File: src/rtl/fp_compare_pipe.sv
// fp_compare_pipe: two-stage multi-lane FP compare / min / max unit.
// Ports: in_* valid/ready + operands, out_* result/invalid/tag, sticky flag.
module fp_compare_pipe #(
  parameter int LANES = 2,
  parameter int TAG_W = 4
) (
  input  logic                  clk,
  input  logic                  rst_n,
  input  logic                  in_valid,
  output logic                  in_ready,
  input  logic [66*LANES-1:0]   in_a,
  input  logic [66*LANES-1:0]   in_b,
  input  logic                  in_sp_dp,
  input  logic [2:0]            in_op,
  input  logic [TAG_W-1:0]      in_tag,
  output logic                  out_valid,
  input  logic                  out_ready,
  output logic [66*LANES-1:0]   out_data,
  output logic [LANES-1:0]      out_invalid,
  output logic [TAG_W-1:0]      out_tag,
  input  logic                  flag_clr,
  output logic                  sticky_invalid
);

  localparam logic [65:0] QNAN_SP = {32'b0, 34'h3_7FC0_0000};
  localparam logic [65:0] QNAN_DP = 66'h3_7FF8_0000_0000_0000;

  logic [LANES-1:0][65:0] w_a, w_b;
  logic [LANES-1:0][1:0]  w_ea, w_eb;
  logic [LANES-1:0]       w_sa, w_sb, w_qa, w_qb;
  logic [LANES-1:0][62:0] w_ma, w_mb, w_ka, w_kb;
  logic [LANES-1:0]       w_lt, w_eq;

  logic                   r_s1_valid;
  logic [LANES-1:0][65:0] r_a, r_b;
  logic [LANES-1:0][1:0]  r_ea, r_eb;
  logic [LANES-1:0]       r_sa, r_sb, r_qa, r_qb;
  logic [LANES-1:0]       r_lt, r_eq;
  logic [2:0]             r_op;
  logic                   r_sp;
  logic [TAG_W-1:0]       r_tag;

  logic                   r_out_valid;
  logic [LANES-1:0][65:0] r_d;
  logic [LANES-1:0]       r_inv;
  logic [TAG_W-1:0]       r_out_tag;
  logic                   r_sticky;

  logic [LANES-1:0][65:0] w_d;
  logic [LANES-1:0]       w_inv;
  logic                   w_s2_free, w_s1_adv, w_in_fire;

  // SP operands are zero-extended here so MIN/MAX can return them as-is.
  for (genvar g = 0; g < LANES; g++) begin : g_dec
    assign w_a[g]  = in_sp_dp ? {32'b0, in_a[66*g +: 34]}
                              : in_a[66*g +: 66];
    assign w_b[g]  = in_sp_dp ? {32'b0, in_b[66*g +: 34]}
                              : in_b[66*g +: 66];
    assign w_ea[g] = in_sp_dp ? w_a[g][33:32] : w_a[g][65:64];
    assign w_eb[g] = in_sp_dp ? w_b[g][33:32] : w_b[g][65:64];
    assign w_sa[g] = in_sp_dp ? w_a[g][31] : w_a[g][63];
    assign w_sb[g] = in_sp_dp ? w_b[g][31] : w_b[g][63];
    assign w_qa[g] = in_sp_dp ? w_a[g][22] : w_a[g][51];
    assign w_qb[g] = in_sp_dp ? w_b[g][22] : w_b[g][51];
    assign w_ma[g] = in_sp_dp ? {32'b0, w_a[g][30:0]} : w_a[g][62:0];
    assign w_mb[g] = in_sp_dp ? {32'b0, w_b[g][30:0]} : w_b[g][62:0];
    assign w_ka[g] = (w_ea[g] == 2'b10) ? '1 :
                     (w_ea[g] == 2'b01) ? w_ma[g] : '0;
    assign w_kb[g] = (w_eb[g] == 2'b10) ? '1 :
                     (w_eb[g] == 2'b01) ? w_mb[g] : '0;
    assign w_lt[g] = w_ka[g] < w_kb[g];
    assign w_eq[g] = w_ka[g] == w_kb[g];
  end

  assign w_s2_free = ~r_out_valid | out_ready;
  assign w_s1_adv  = r_s1_valid & w_s2_free;
  assign in_ready  = ~r_s1_valid | w_s2_free;
  assign w_in_fire = in_valid & in_ready;

  always_comb begin
    w_d   = '0;
    w_inv = '0;
    for (int i = 0; i < LANES; i++) begin
      logic na, nb, an, sn, bz, eqv, ltv, mlt;
      na  = r_ea[i] == 2'b11;
      nb  = r_eb[i] == 2'b11;
      an  = na | nb;
      sn  = (na & ~r_qa[i]) | (nb & ~r_qb[i]);
      bz  = (r_ea[i] == 2'b00) & (r_eb[i] == 2'b00);
      eqv = bz | (r_eq[i] & (r_sa[i] == r_sb[i]));
      // Signed order from the magnitude key; negatives invert it.
      if (eqv)
        ltv = 1'b0;
      else if (r_sa[i] != r_sb[i])
        ltv = r_sa[i];
      else
        ltv = r_sa[i] ? ~r_lt[i] : r_lt[i];
      // MIN/MAX orders -0 below +0.
      mlt = bz ? (r_sa[i] & ~r_sb[i]) : ltv;
      case (r_op)
        3'b000: begin
          w_d[i][0] = ~an & eqv;
          w_inv[i]  = sn;
        end
        3'b001: begin
          w_d[i][0] = ~an & ltv;
          w_inv[i]  = an;
        end
        3'b010: begin
          w_d[i][0] = ~an & (ltv | eqv);
          w_inv[i]  = an;
        end
        3'b011, 3'b100: begin
          w_inv[i] = sn;
          if (na & nb)
            w_d[i] = r_sp ? QNAN_SP : QNAN_DP;
          else if (na)
            w_d[i] = r_b[i];
          else if (nb)
            w_d[i] = r_a[i];
          else if (r_op == 3'b011)
            w_d[i] = mlt ? r_a[i] : r_b[i];
          else
            w_d[i] = mlt ? r_b[i] : r_a[i];
        end
        3'b101: begin
          w_d[i][0] = an;
          w_inv[i]  = sn;
        end
        default: begin
          w_d[i]   = '0;
          w_inv[i] = 1'b0;
        end
      endcase
    end
  end

  always_ff @(posedge clk or negedge rst_n) begin
    if (!rst_n) begin
      r_s1_valid <= 1'b0;
      r_a        <= '0;
      r_b        <= '0;
      r_ea       <= '0;
      r_eb       <= '0;
      r_sa       <= '0;
      r_sb       <= '0;
      r_qa       <= '0;
      r_qb       <= '0;
      r_lt       <= '0;
      r_eq       <= '0;
      r_op       <= '0;
      r_sp       <= 1'b0;
      r_tag      <= '0;
    end else begin
      if (w_in_fire) begin
        r_s1_valid <= 1'b1;
        r_a        <= w_a;
        r_b        <= w_b;
        r_ea       <= w_ea;
        r_eb       <= w_eb;
        r_sa       <= w_sa;
        r_sb       <= w_sb;
        r_qa       <= w_qa;
        r_qb       <= w_qb;
        r_lt       <= w_lt;
        r_eq       <= w_eq;
        r_op       <= in_op;
        r_sp       <= in_sp_dp;
        r_tag      <= in_tag;
      end else if (w_s1_adv) begin
        r_s1_valid <= 1'b0;
      end
    end
  end

  always_ff @(posedge clk or negedge rst_n) begin
    if (!rst_n) begin
      r_out_valid <= 1'b0;
      r_d         <= '0;
      r_inv       <= '0;
      r_out_tag   <= '0;
      r_sticky    <= 1'b0;
    end else begin
      if (w_s1_adv) begin
        r_out_valid <= 1'b1;
        r_d         <= w_d;
        r_inv       <= w_inv;
        r_out_tag   <= r_tag;
      end else if (out_ready) begin
        r_out_valid <= 1'b0;
      end
      if (r_out_valid & out_ready & (|r_inv))
        r_sticky <= 1'b1;
      else if (flag_clr)
        r_sticky <= 1'b0;
    end
  end

  assign out_valid      = r_out_valid;
  assign out_data       = r_d;
  assign out_invalid    = r_inv;
  assign out_tag        = r_out_tag;
  assign sticky_invalid = r_sticky;

endmodule

File: config.mk
export PLATFORM = sky130hd
export DESIGN_NAME = fp_compare_pipe
export DESIGN_NICKNAME = d
export VERILOG_FILES = /design/src/rtl/fp_compare_pipe.sv
export SDC_FILE = /design/constraint.sdc
export NUM_CORES = 1
export LEC_CHECK = 0
export BUFFER_PORTS_ARGS = -buffer_cell sky130_fd_sc_hd__buf_4
export CAP_MARGIN = 20
export CORE_ASPECT_RATIO = 1.4
export CORE_MARGIN = 1.5
export CORE_UTILIZATION = 35
export DETAILED_ROUTE_END_ITERATION = 16
export PLACE_DENSITY = 0.64
export SYNTH_ARGS = -nofsm -noshare
export SYNTH_HDL_FRONTEND = slang
export SYNTH_SLANG_ARGS = --single-unit
export TNS_END_PERCENT = 30
File: constraint.sdc
create_clock -name clk -period 3.2 [get_ports clk]
set_clock_uncertainty 0.05 [all_clocks]
set_input_delay 0.32 -clock clk [delete_from_list [all_inputs] [get_ports clk]]
set_output_delay 0.32 -clock clk [all_outputs]
set_load 0.02 [all_outputs]
==> flow_summary.yaml, run 1 <==
worst_hold_path:
  holdCritStartpoint: "in_a[35]"
  whs_endpoint: "r_a[35]$_DFFE_PN0P_"
  min_path_cells: 3
  hold_path_class: "in2reg"
sta:
  rsz0062_at_grt: "true"
  finalCriticalPeriod_ns: 3.05
  setup_viol: 0
  worst_pin_slew_ns: 0.926
  slew_headroom_pct: 38.2
  finalMaxSlewViolations: 0
  fin_ws_ns: 0.153
  setup_tns_ns: 0
  fin_crit_sh_pct: 95.2
  hold_viol: 0
  fmax_mhz: 328
power:
  powerDensity_mw_per_mm2: 542
  leakagePower_nw: 15.5
  ir_drop_uv: 445
global_route:
  grt.overflow.total: 0
  grt_pass1_vias: 22216
  grtUsageMet2_pct: 41.9
  grt_usage_pct: 23.6
  grtUsageMet3_pct: 3.54
  grt_max_degree: 124
  antenna_found_initial: 10
  grt-busiest-layer: "met2"
  met1_usage_pct: 27.3
  grt_pass1_wl_um: 123000
placed_design:
  gp_congestion: 0.883
  placement.io_buffers: 417
  dpl_cell_area_mm2: 0.0274
  dpl.hpwl_um: 55400
  dp_slack_ns: -0.167
  dp_cells: 3826
synthesis:
  muxShareOfSynthArea_pct: 6.00
  synth.area.top_cells: "dfrtp_1, nand2_1, ha_1, mux2i_1, o21ai_0"
  synthTopCellsByCount: "nand2_1, dfrtp_1, o21ai_0"
  yosys.area_share.simple_pct: 19.9
  syn_area_mm2: 0.0228
  synth_top_family_by_area: "simple AND/OR/NAND/NOR gates"
  synth_top_area_share_pct: 47.6
  synth_seq_cells: 433
  synth_nets: 3061
  synth_compound_area_share_pct: 15.8
  synth_edf_count: 0
  synth_most_common_cell: "nand2_1"
  yosysTopAreaCell: "dfrtp_1"
  ys_warn_count: 0
  synthAdderAreaFrac_pct: 7.03
  ys_seq_area_share_pct: 47.6
  syn_area_per_cell_um2: 8.57
  synthFlopType: "dfrtp_1"
  async_flop_share_pct: 100
  synthDistinctLibCells: 58
  synth-xor-area-share_pct: 0
  syn-instance-count: 2656
critical_path:
  end_kind: "flip-flop"
  r2r_cells: 7
  crit_type: "in2reg"
  crit_path_start_kind: "input port"
  crit_fanout: 17
  timing.rr.start: "r_sa[0]$_DFFE_PN0P_"
  required_ns: 3.63
  r2r_slack_ns: 0.64
  rr_endpoint: "out_data[23]$_DFFE_PN0P_"
  worst_ep_arrival_time_ns: 3.48
floorplan:
  fp.coreArea_mm2: 0.0643
  num_rows: 110
  start_util_pct: 35.4
  die_height_um: 305
  die_w_um: 219
  die-area_mm2: 0.0666
  ios: 418
clock_network:
  cts.clk_slew.worst_paths_ns: 0.06
  post_cts_buffers: 0
  root_buffer: "clkbuf_16"
  cts_tree: "done"
  clock_latency_ns: 0.58
  cts.sinks: 433
  cts_buffer_depth: 3
  cts_max_level: 2
  cts-buffers-inserted: 46
finish:
  drive_gt1_share_pct: 18.9
  syn_to_final_growth_pct: 38.2
  finish.utilization_pct: 49.0
  final_cells: 4159
  fillers: 6002
  final_cell_area_mm2: 0.0315
  nets: 3685
routing:
  routedWlPerCell_um: 18.9
  wl_um: 78600
  drt-pass1-iter-count: 5
  drtIter0Drc: 1396
  viasPerCell: 5.14
  drc: 0
  ant_nets: 0
  vias: 21357
run_status:
  run_status: "complete, no violations"
job:
  maxCapViolations: 0
[cell type report]
cell class	instances	area [um^2]	area share (%)
diodes	7	17.5	0.0557
clock buffers	63	1310	4.15
clock inverters	17	253	0.803
inverters	9	38.8	0.123
multi-input cells	2023	11200	35.7
flip-flops and latches	433	10800	34.4
well taps	840	1050	3.34
repair buffers	767	6740	21.4
[critical path: stages]
cell and delay (ns):
dlygate4sd3_1 0.58, buf_4 0.16, nand2b_1 0.21, o22ai_4 0.18, buf_12 0.18, buf_4 0.22
a31oi_1 0.06, ha_1 0.32, and4_1 0.20, nand3_1 0.15, or3_1 0.52, nand2b_1 0.19
o31ai_1 0.18
[worst max-delay path by stage]
stage,startpoint,end,slack (ns),cells past startpoint
floorplan,in_sp_dp,r_lt[1]$_DFFE_PN0P_,0.26,12
global placement,in_sp_dp,r_lt[1]$_DFFE_PN0P_,-0.14,13
detailed placement,in_sp_dp,r_lt[1]$_DFFE_PN0P_,-0.17,13
CTS,in_b[131],r_lt[1]$_DFFE_PN0P_,0.04,13
global route,in_b[64],r_eq[0]$_DFFE_PN0P_,-0.03,13
finish,in_b[64],r_eq[0]$_DFFE_PN0P_,0.15,13
[report_power, final]
group,leakage [nW],switching (W),internal [W],total [W]
registers,5.58,0.000451,0.00618,0.00664
logic,9.16,0.00268,0.00209,0.00477
clock network,0.754,0.00231,0.00333,0.00564
[kinds of logic after synthesis]
group | Yosys count
AOI/OAI and AO/OA | 621
muxes | 136
buffers and inverters | 200
DFF | 433
and+or+nand+nor | 1138
adders and majority gates | 128
[through the flow]
step | total power [W] | hold WS, ns
floorplan | 0.00933 | -0.0256
global placement | 0.0112 | 0.356
detailed placement | 0.0113 | 0.360
CTS | 0.0172 | 0.000566
global route | 0.0180 | 0.0194
finish | 0.0170 | 0.0302
[placed cells by master, fill, tap and decap left out, drive strengths merged, types with 10 or more instances in the layout]
cell,n
nand2,993
nor2b,11
a211oi,13
clkbuf,63
a21o,20
ha,128
inv,10
nand4,24
a21oi,109
nand3,19
nor2,41
dlygate4sd3,246
a31oi,73
o211ai,53
o21ai,301
nand2b,11
mux2i,132
dfrtp,433
buf,521
[flip-flops by register name (all words and copies together) (netlist names)]
register        count
r_lt                2
r_sb                2
r_qa                2
r_s1_valid          1
r_ea                4
r_eb                4
r_op                3
sticky_invalid      1
r_b               132
r_sa                2
r_a               132
r_sp                1
out_valid           1
r_tag               4
out_invalid         2
r_eq                2
out_tag             4
r_qb                2
out_data          132
[metal layers]
layer  share of wire (%)  vias to the layer above
met2                  51                      582
met1                  40                    10257
met3                 4.5                      186
li1                    -                    10326
met5               0.043                        -
met4                 4.9                        6
[timing repair]
item	4_1_cts	5_1_grt
endpoints found under the setup margin	0	3
gates resized for setup	0	6
hold buffers	246	0
hold endpoints to repair	330	0
No activity file was read; power rests on OpenSTA's default activity.
==> inputs of run 2 (changes only) <==
--- a/config.mk
+++ b/config.mk
@@ -7,11 +7,13 @@
 export LEC_CHECK = 0
 export BUFFER_PORTS_ARGS = -buffer_cell sky130_fd_sc_hd__buf_4
 export CAP_MARGIN = 20
+export CELL_PAD_IN_SITES_DETAIL_PLACEMENT = 2
+export CELL_PAD_IN_SITES_GLOBAL_PLACEMENT = 2
 export CORE_ASPECT_RATIO = 1.4
 export CORE_MARGIN = 1.5
-export CORE_UTILIZATION = 35
+export CORE_UTILIZATION = 34
 export DETAILED_ROUTE_END_ITERATION = 16
-export PLACE_DENSITY = 0.64
+export PLACE_DENSITY = 0.91
 export SYNTH_ARGS = -nofsm -noshare
 export SYNTH_HDL_FRONTEND = slang
 export SYNTH_SLANG_ARGS = --single-unit
==> run 2 against run 1 <==
Design area fell by 1.1%. First-iteration DRC count rose by 15%. Via count rose by 12%. Flip-flop and latch count did not move. Global-route usage rose by 11 points. Setup slack got worse by 0.065 ns. Sequential power rose by 2%. Worst hold slack got worse by 0.0078 ns. Sequential share of layout area rose by 0.38 points. Critical path depth fell by 1. Largest power group unchanged.
==> flow_summary.yaml, run 2 (synthesized netlist as in run 1, its figures left out) <==
run_status:
  run_status: "complete, no violations"
critical_path:
  rr_endpoint: "out_data[104]$_DFFE_PN0P_"
  required_ns: 3.58
  path_buf_inv: 3
  cpPeakStageDelay_ns: 0.59
  path_cells: "dlygate4sd3_1 > buf_4 > o22ai_4 > buf_12 > a21oi_1 > ha_1 > nand3_1 > nor2_1 > nand4_1 > a2111oi_2 > o41a_1 > o21ai_0"
  crit_fanout: 33
  slowest_stage: "dlygate4sd3_1"
  timing.rr.start: "r_ea[3]$_DFFE_PN0P_"
  crit_path_start_kind: "input port"
  worst_ep_arrival_time_ns: 3.49
  crit_family: "compound AO/OA/AOI/OAI gates"
  r2r_cells: 7
  crit_type: "in2reg"
  end_kind: "flip-flop"
  r2r_slack_ns: 0.13
sta:
  slew_headroom_pct: 45.7
  setup_viol: 0
  fmax_mhz: 321
  finalCriticalPeriod_ns: 3.11
  fin_crit_sh_pct: 97.3
  rsz0062_at_grt: "false"
  hold_viol: 0
  setup_tns_ns: 0
  finalMaxSlewViolations: 0
  worst_pin_slew_ns: 0.815
worst_hold_path:
  holdCritStartpoint: "in_a[60]"
  hold_path_class: "in2reg"
  min_path_cells: 3
  whs_endpoint: "r_a[60]$_DFFE_PN0P_"
global_route:
  grt_max_degree: 136
  grt.overflow.total: 0
  antenna_found_initial: 10
  grt_usage_pct: 34.2
  grt_pass1_vias: 27870
  grt_pass1_wl_um: 179000
routing:
  drc: 0
  vias: 23837
  routedWlPerCell_um: 28.7
  viasPerCell: 5.77
  drtIter0Drc: 1604
  drt-pass1-iter-count: 5
  ant_nets: 0
  wl_um: 119000
finish:
  nets: 3639
  mostFrequentLayoutCells: "nand2_1, buf_4, dfrtp_1"
  fillers: 7109
  layout_commonest_cell: "nand2_1"
  syn_to_final_growth_pct: 36.6
  final_cells: 4131
  drive_gt1_share_pct: 18.9
floorplan:
  num_rows: 112
  ios: 418
  start_util_pct: 34.3
  die_w_um: 222
  die_height_um: 309
  fp.coreArea_mm2: 0.0664
  die-area_mm2: 0.0686
placed_design:
  placement.io_buffers: 417
  dp_cells: 3822
  dpl.hpwl_um: 70200
  gp_congestion: 0.868
clock_network:
  cts_buffer_depth: 3
  clock_latency_ns: 0.59
  cts_tree: "done"
  cts.clk_slew.worst_paths_ns: 0.07
  cts-buffers-inserted: 48
  post_cts_buffers: 0
  root_buffer: "clkbuf_16"
  cts_max_level: 2
  cts.sinks: 433
power:
  leakagePower_nw: 15.3
  ir_drop_uv: 382
  finalPower_w: 0.0179
  powerDensity_mw_per_mm2: 576
job:
  maxCapViolations: 0
[run 2: cell types whose count changed in the layout (fill, tap and decap cells not counted), moves of 2 or more]
| cell | change |
|---|---|
| dlygate4sd3_1 | -29 |
| buf_4 | -22 |
| clkinv_2 | +7 |
| bufinv_16 | -4 |
| clkbuf_16 | +4 |
| a2111oi_1 | -2 |
| a2111oi_2 | +2 |
| clkinvlp_4 | -2 |
[run 2: worst max path at each step]
stage | startpoint | endpoint | slack, ns | depth (start not counted)
floorplan | in_sp_dp | r_lt[1]$_DFFE_PN0P_ | 0.26 | 12
global placement | in_sp_dp | r_lt[1]$_DFFE_PN0P_ | -0.13 | 14
detailed placement | in_sp_dp | r_lt[1]$_DFFE_PN0P_ | -0.27 | 15
CTS | in_b[98] | r_lt[1]$_DFFE_PN0P_ | 0.07 | 12
global route | r_op[0]$_DFFE_PN0P_ | out_data[104]$_DFFE_PN0P_ | 0.02 | 6
finish | in_b[98] | r_lt[1]$_DFFE_PN0P_ | 0.09 | 12
[run 2: timing repair]
item,4_1_cts,5_1_grt
endpoints found under the setup margin,0,4
hold endpoints to repair,291,0
hold buffers,217,0
gates resized for setup,0,14
[run 2: report_power, final]
group          switching [W]  total, W  internal (W)
sequential          0.000620   0.00680       0.00618
combinational        0.00326   0.00534       0.00209
clock                0.00258   0.00579       0.00320
total                0.00646    0.0179        0.0115
[run 2: cell type report]
cell class / instances / area [um^2] / share of cell area, %
Timing Repair Buffer: 719 / 6360 / 20.4
Clock inverter: 18 / 160 / 0.515
Sequential cell: 433 / 10800 / 34.8
Antenna cell: 7 / 17.5 / 0.0563
Tap cell: 855 / 1070 / 3.44
Clock buffer: 67 / 1400 / 4.48
Multi-Input combinational cell: 2023 / 11200 / 36.1
Inverter: 9 / 38.8 / 0.125
[run 2: layer usage]
metal  track usage, %  wire, um  up-vias
met5                0        21        -
met4             23.1      8800        4
met3             4.81      5150      418
met2             64.0     62400      968
met1             35.4     42200    12212
li1                 -         -    10235
[run 2: stage by stage]
stage	instance area, um^2	util [%]	setup slack (ns)	hold slack [ns]
after global routing	31100	46.8	0.0186	0.0134
after floorplan	22800	-	0.258	-0.0256
after CTS	31000	46.7	0.0686	0.000376
after global placement	27300	41.1	-0.127	0.278
final	31100	46.8	0.0875	0.0223
after detailed placement	27300	41.1	-0.266	0.289
[run 2: worst min-delay path, cell delays in order]
cell,delay (ns)
buf_4,0.13
nand2_1,0.08
o21ai_0,0.09
